`src/rtl/piso_packet_rx.sv`:
```
// UART deframer for the LArPix PISO line: synchronizes, samples mid-bit, checks odd
// parity and queues {parity_err, payload} in a small FWFT FIFO with status counters.
module piso_packet_rx #(
  parameter int WIDTH        = 64,
  parameter int CLKS_PER_BIT = 4,
  parameter int FIFO_DEPTH   = 4,
  parameter int CNT_BITS     = 16
) (
  input  logic                clk,
  input  logic                reset,
  input  logic                piso,
  output logic [WIDTH-1:0]    pkt_data,
  output logic                pkt_parity_err,
  output logic                pkt_valid,
  input  logic                pkt_ready,
  output logic                frame_err,
  output logic                overflow,
  output logic [CNT_BITS-1:0] rx_count,
  output logic [CNT_BITS-1:0] err_count,
  output logic [CNT_BITS-1:0] drop_count,
  output logic [2:0]          fsm_state
);

  localparam int TW = $clog2(CLKS_PER_BIT + 1);
  localparam int IW = $clog2(WIDTH + 1);
  localparam int AW = (FIFO_DEPTH > 1) ? $clog2(FIFO_DEPTH) : 1;
  localparam int CW = $clog2(FIFO_DEPTH + 1);
  localparam logic [TW-1:0] HALF_BIT = TW'(CLKS_PER_BIT / 2);
  localparam logic [TW-1:0] FULL_BIT = TW'(CLKS_PER_BIT);
  localparam logic [IW-1:0] LAST_IDX = IW'(WIDTH - 1);

  typedef enum logic [2:0] {
    S_IDLE      = 3'd0,
    S_START     = 3'd1,
    S_DATA      = 3'd2,
    S_STOP      = 3'd3,
    S_WAIT_IDLE = 3'd4
  } state_t;

  state_t            state_q, state_d;
  logic [TW-1:0]     timer_q, timer_d;
  logic [IW-1:0]     bit_idx_q, bit_idx_d;
  logic [WIDTH-1:0]  shift_q, shift_d;
  logic              sync_m, piso_s;
  logic              tick, good_stop, bad_stop;

  logic              wr_pend_q, wr_par_q;
  logic [WIDTH-1:0]  wr_data_q;
  logic [WIDTH:0]    mem [FIFO_DEPTH];
  logic [AW-1:0]     rd_ptr, wr_ptr;
  logic [CW-1:0]     count;
  logic              pop, push, drop, full_after_pop;
  logic [1:0]        err_inc;
  logic              frame_err_q, overflow_q;

  function automatic logic [CNT_BITS-1:0] sat_add(input logic [CNT_BITS-1:0] v,
                                                  input logic [1:0] inc);
    logic [CNT_BITS+1:0] sum;
    sum = {2'b00, v} + {{CNT_BITS{1'b0}}, inc};
    if (sum > {2'b00, {CNT_BITS{1'b1}}}) return '1;
    return sum[CNT_BITS-1:0];
  endfunction

  always_ff @(posedge clk) begin
    if (reset) begin
      sync_m <= 1'b1;
      piso_s <= 1'b1;
    end else begin
      sync_m <= piso;
      piso_s <= sync_m;
    end
  end

  // The bit timer only runs in START/DATA/STOP; tick marks the mid-bit sample cycle.
  assign tick = (timer_q == TW'(1));

  always_ff @(posedge clk) begin
    if (reset) begin
      state_q   <= S_IDLE;
      timer_q   <= '0;
      bit_idx_q <= '0;
      shift_q   <= '0;
    end else begin
      state_q   <= state_d;
      timer_q   <= timer_d;
      bit_idx_q <= bit_idx_d;
      shift_q   <= shift_d;
    end
  end

  always_comb begin
    state_d   = state_q;
    timer_d   = timer_q;
    bit_idx_d = bit_idx_q;
    shift_d   = shift_q;
    good_stop = 1'b0;
    bad_stop  = 1'b0;
    case (state_q)
      S_IDLE: begin
        if (!piso_s) begin
          state_d = S_START;
          timer_d = HALF_BIT;
        end
      end
      S_START: begin
        if (!tick) timer_d = timer_q - TW'(1);
        else if (piso_s) state_d = S_IDLE;
        else begin
          state_d   = S_DATA;
          timer_d   = FULL_BIT;
          bit_idx_d = '0;
        end
      end
      S_DATA: begin
        if (!tick) timer_d = timer_q - TW'(1);
        else begin
          shift_d = {piso_s, shift_q[WIDTH-1:1]};
          timer_d = FULL_BIT;
          if (bit_idx_q == LAST_IDX) state_d = S_STOP;
          else bit_idx_d = bit_idx_q + IW'(1);
        end
      end
      S_STOP: begin
        if (!tick) timer_d = timer_q - TW'(1);
        else if (piso_s) begin
          good_stop = 1'b1;
          state_d   = S_IDLE;
        end else begin
          bad_stop = 1'b1;
          state_d  = S_WAIT_IDLE;
        end
      end
      S_WAIT_IDLE: begin
        if (piso_s) state_d = S_IDLE;
      end
      default: state_d = S_IDLE;
    endcase
  end

  assign fsm_state = state_q;

  always_ff @(posedge clk) begin
    if (reset) begin
      wr_pend_q <= 1'b0;
      wr_par_q  <= 1'b0;
      wr_data_q <= '0;
    end else begin
      wr_pend_q <= good_stop;
      if (good_stop) begin
        wr_data_q <= shift_q;
        wr_par_q  <= ~^shift_q;
      end
    end
  end

  // A pop in the write cycle frees a slot, so fullness is judged after the pop.
  assign pop            = (count != '0) && pkt_ready;
  assign full_after_pop = (count == CW'(FIFO_DEPTH)) && !pop;
  assign push           = wr_pend_q && !full_after_pop;
  assign drop           = wr_pend_q && full_after_pop;
  assign err_inc        = {1'b0, bad_stop} + {1'b0, push & wr_par_q};

  always_ff @(posedge clk) begin
    if (reset) begin
      rd_ptr <= '0;
      wr_ptr <= '0;
      count  <= '0;
      for (int i = 0; i < FIFO_DEPTH; i++) mem[i] <= '0;
    end else begin
      if (push) begin
        mem[wr_ptr] <= {wr_par_q, wr_data_q};
        wr_ptr      <= wr_ptr + AW'(1);
      end
      if (pop) rd_ptr <= rd_ptr + AW'(1);
      if (push && !pop) count <= count + CW'(1);
      else if (pop && !push) count <= count - CW'(1);
    end
  end

  assign pkt_valid      = (count != '0);
  assign pkt_data       = mem[rd_ptr][WIDTH-1:0];
  assign pkt_parity_err = mem[rd_ptr][WIDTH];

  always_ff @(posedge clk) begin
    if (reset) begin
      frame_err_q <= 1'b0;
      overflow_q  <= 1'b0;
      rx_count    <= '0;
      err_count   <= '0;
      drop_count  <= '0;
    end else begin
      frame_err_q <= bad_stop;
      overflow_q  <= drop;
      rx_count    <= sat_add(rx_count, {1'b0, push});
      err_count   <= sat_add(err_count, err_inc);
      drop_count  <= sat_add(drop_count, {1'b0, drop});
    end
  end

  assign frame_err = frame_err_q;
  assign overflow  = overflow_q;

endmodule

```
`config.mk`:
```
export PLATFORM = sky130hd
export DESIGN_NAME = piso_packet_rx
export DESIGN_NICKNAME = d
export VERILOG_FILES = /design/src/rtl/piso_packet_rx.sv
export SDC_FILE = /design/constraint.sdc
export NUM_CORES = 1
export LEC_CHECK = 0
export BUFFER_PORTS_ARGS = -buffer_cell sky130_fd_sc_hd__buf_2
export CORE_UTILIZATION = 65
export DETAILED_ROUTE_END_ITERATION = 12
export PLACE_DENSITY = 0.91
export SYNTH_ARGS = -nofsm -noshare
export SYNTH_HDL_FRONTEND = slang
export SYNTH_SLANG_ARGS = --single-unit
```
`constraint.sdc`:
```
create_clock -name clk -period 8.3 [get_ports clk]
set_clock_uncertainty 0.2 [all_clocks]
set_input_delay 0.83 -clock clk [delete_from_list [all_inputs] [get_ports clk]]
set_output_delay 0.83 -clock clk [all_outputs]
set_load 0.01 [all_outputs]
```
==> flow_metrics.py <==
metrics = {
    "status": {
        "status": "finished, final reports clean",
    },
    "floorplanning": {
        "fp.dieArea_um2": 30600,
        "start_util_pct": 66.9,
        "rows": 62,
        "die_x_um": 175,
        "io_pins": 123,
        "die_h_um": 175,
        "core_um2": 29100,
    },
    "yosys": {
        "synthesis.area_um2": 19400,
        "syn_inst": 1639,
        "avgSynthCellArea_um2": 11.9,
        "synth_edf_count": 260,
        "synth_seq_cells": 464,
        "synth-warning-count": 0,
        "synth_ff_type": "edfxtp_1",
        "yosysSeqAreaShare_pct": 61.1,
        "syn_nets": 1654,
        "yosys.cell_types.count": 50,
        "async_reset_ff_share_pct": 0,
    },
    "final_layout": {
        "antenna_cells": 0,
        "layout_commonest_cell": "nand2_1",
        "fin_cells": 2143,
        "area_delta_synth_final_pct": 11.6,
        "final_cell_mix": "nand2_1, and2_1, edfxtp_1",
        "fin_util_pct": 74.6,
        "drive_gt1_share_pct": 16.5,
        "nets": 1738,
    },
    "timing": {
        "maxSlewViolCount": 0,
        "final-setup-viol-count": 0,
        "fin_setup_tns_ns": 0,
        "finalHoldViolations": 0,
        "rsz0062_at_grt": "no",
        "tightestPinTransition_ns": 1.24,
        "max_slew_margin_pct": 17.6,
        "layout_setup_ws_ns": 4.29,
        "clock.fmax_mhz": 249,
        "timing.final.crit_share_pct": 48.3,
        "post-route-min-period_ns": 4.01,
    },
    "setup_path": {
        "cp_data_arrival_time_ns": 4.27,
        "start_kind": "flip-flop",
        "r2r-start": "timer_q[0]$_SDFFE_PP0P_",
        "path_class": "flip-flop to flip-flop",
        "r2r_slack_ns": 4.29,
        "required_ns": 8.56,
        "reg2reg_depth": 11,
        "worstPathMaxFanout": 14,
        "r2r-end": "err_count[0]$_SDFF_PP0_",
        "critPathCaptureType": "flip-flop",
    },
    "pwr": {
        "seq_power_share_pct": 50.1,
        "ir_drop_uv": 209,
        "clkPwrFrac_pct": 39.2,
        "comb_power_share_pct": 10.8,
        "p_per_area_nw_per_um2": 234,
        "p_sw_uw": 1180,
        "sw_frac_of_total_pct": 23.3,
        "internal_power_uw": 3890,
        "p_leak_uw": 0.00777,
    },
    "min_path": {
        "hp-class": "flip-flop to flip-flop",
        "hold_depth": 1,
        "min-delay-start": "sync_m$_SDFF_PP1_",
        "hold-path-endpoint": "piso_s$_SDFF_PP1_",
    },
    "placement": {
        "port_buffers": 122,
        "dp_slack_ns": 3.99,
        "gp_congestion": 0.785,
        "dpl.hpwl_um": 22500,
        "dp.cells": 2060,
    },
    "cts": {
        "clkSinkCount": 464,
        "cts-resized-gates": 0,
        "cts-hold-fix-buffers": 0,
        "clk_latency_ns": 0.54,
        "path_clk_slew_ns": 0.06,
        "cts_setup_buffers": 0,
        "clockRootBuffer": "clkbuf_16",
        "cts_buffer_depth": 3,
        "cts_max_level": 2,
        "cts_buffers": 45,
        "cts_tree": "yes",
    },
    "route": {
        "dr_wl_met2_um": 22200,
        "dr.max_layer_used": "met4",
        "dr_wl_met3_um": 2820,
        "wl_um": 42100,
        "avgRoutedWirePerCell_um": 19.7,
        "drc": 0,
        "met1_length_um": 16100,
        "dr_total_vias": 12706,
        "vias_per_cell": 5.93,
        "drt_iter0_drc": 1088,
        "antenna_left": 0,
        "drt_pass1_iterations": 5,
    },
    "grt": {
        "grt_max_degree": 99,
        "grt_use_total_pct": 27.9,
        "grt_pass1_wl_um": 66800,
        "grt_overflow_total": 0,
        "antenna_found_initial": 0,
        "grt_pass1_vias": 12863,
    },
    "run": {
        "maxCapViolations": 0,
    },
}
-- per-stage QoR --
stage                     cell area, um2  hold slack [ns]  power [uW]
after global placement             20300            0.193        3130
after floorplan                    19400            0.189        2960
after CTS                          21700            0.210        5100
after detailed placement           20300            0.195        3140
after global routing               21700            0.224        5220
final                              21700            0.209        5070
-- routing by layer --
metal / vias up / GRT usage (%)
met1: 6255 / 35.0
met3: 101 / 4.07
met4: 0 / 9.20
met5: - / 0
li1: 5827 / -
met2: 523 / 49.8
-- critical path: stages, from the launching register on --
cell	delay [ns]
dfxtp_1	0.41
ha_1	0.21
nor2b_1	0.43
nand2_1	0.18
or3_1	0.44
fa_1	0.44
inv_1	0.10
ha_1	0.25
nand3_1	0.12
nor2_1	0.34
nand3_1	0.51
a21oi_1	0.31
-- final cells by class --
type	count	area [um2]
fillers	1763	7380
repair buffers	137	729
clock buffers	68	1290
clock inverters	15	146
well taps	384	480
flip-flops and latches	464	11900
inverters	15	56.3
multi-input cells	1060	7100
-- worst max path at each step --
stage                             from                        to  slack, ns  depth (start not counted)
2_1_floorplan                pkt_ready   mem[0][0]$_SDFFCE_PN0P_       4.54                          7
3_3_place_gp                     reset  mem[2][29]$_SDFFCE_PN0P_       4.03                          5
3_5_place_dp                     reset  mem[2][29]$_SDFFCE_PN0P_       3.99                          5
4_1_cts                      flip-flop               pkt_data[0]       4.30                          3
5_1_grt        timer_q[0]$_SDFFE_PP0P_   err_count[0]$_SDFF_PP0_       3.99                         11
6_report       timer_q[0]$_SDFFE_PP0P_   err_count[0]$_SDFF_PP0_       4.29                         11
-- power groups by stage --
stage	sequential, uW	clock (uW)	combinational (uW)
floorplan	2540	0	412
global placement	2580	0	543
detailed placement	2590	0	549
CTS	2540	2000	557
global route	2550	2090	587
finish	2540	1990	547
-- flip-flops by register name, indices dropped and copies added, names as in the netlist, 7 cells and up, named ones only --
name,count
shift_q,64
bit_idx_q,7
rx_count,16
err_count,16
wr_data_q,64
drop_count,16
mem,260
-- cells by family (layout without fill, tap and decap cells) --
logic type | count (synthesis) | count (layout) | synth area share (%)
buffers and inverters | 115 | 235 | 2.54
multiplexers | 68 | 68 | 7.68
AO/OA/AOI/OAI | 204 | 204 | 5.64
flip-flops | 464 | 464 | 61.1
adder cells (fa/ha/maj) | 11 | 11 | 0.785
XOR/XNOR | 106 | 106 | 4.77
AND/OR/NAND/NOR | 671 | 671 | 17.4
-- synthesized netlist by cell type (all sizes together), types with 13 or more instances --
| library cell | count | area, um2 |
|---|---|---|
| edfxtp | 260 | 7810 |
| and3 | 13 | 81.3 |
| nand2 | 280 | 1050 |
| nor2 | 36 | 138 |
| mux4 | 65 | 1460 |
| xor2 | 34 | 298 |
| inv | 15 | 56.3 |
| dfxtp | 204 | 4080 |
| nor3 | 15 | 80.1 |
| buf | 52 | 258 |
| and2 | 263 | 1650 |
| xnor2 | 72 | 631 |
| nand3 | 24 | 120 |
| clkbuf | 48 | 180 |
| a21oi | 174 | 871 |
No activity file was read; power rests on OpenSTA's default activity.
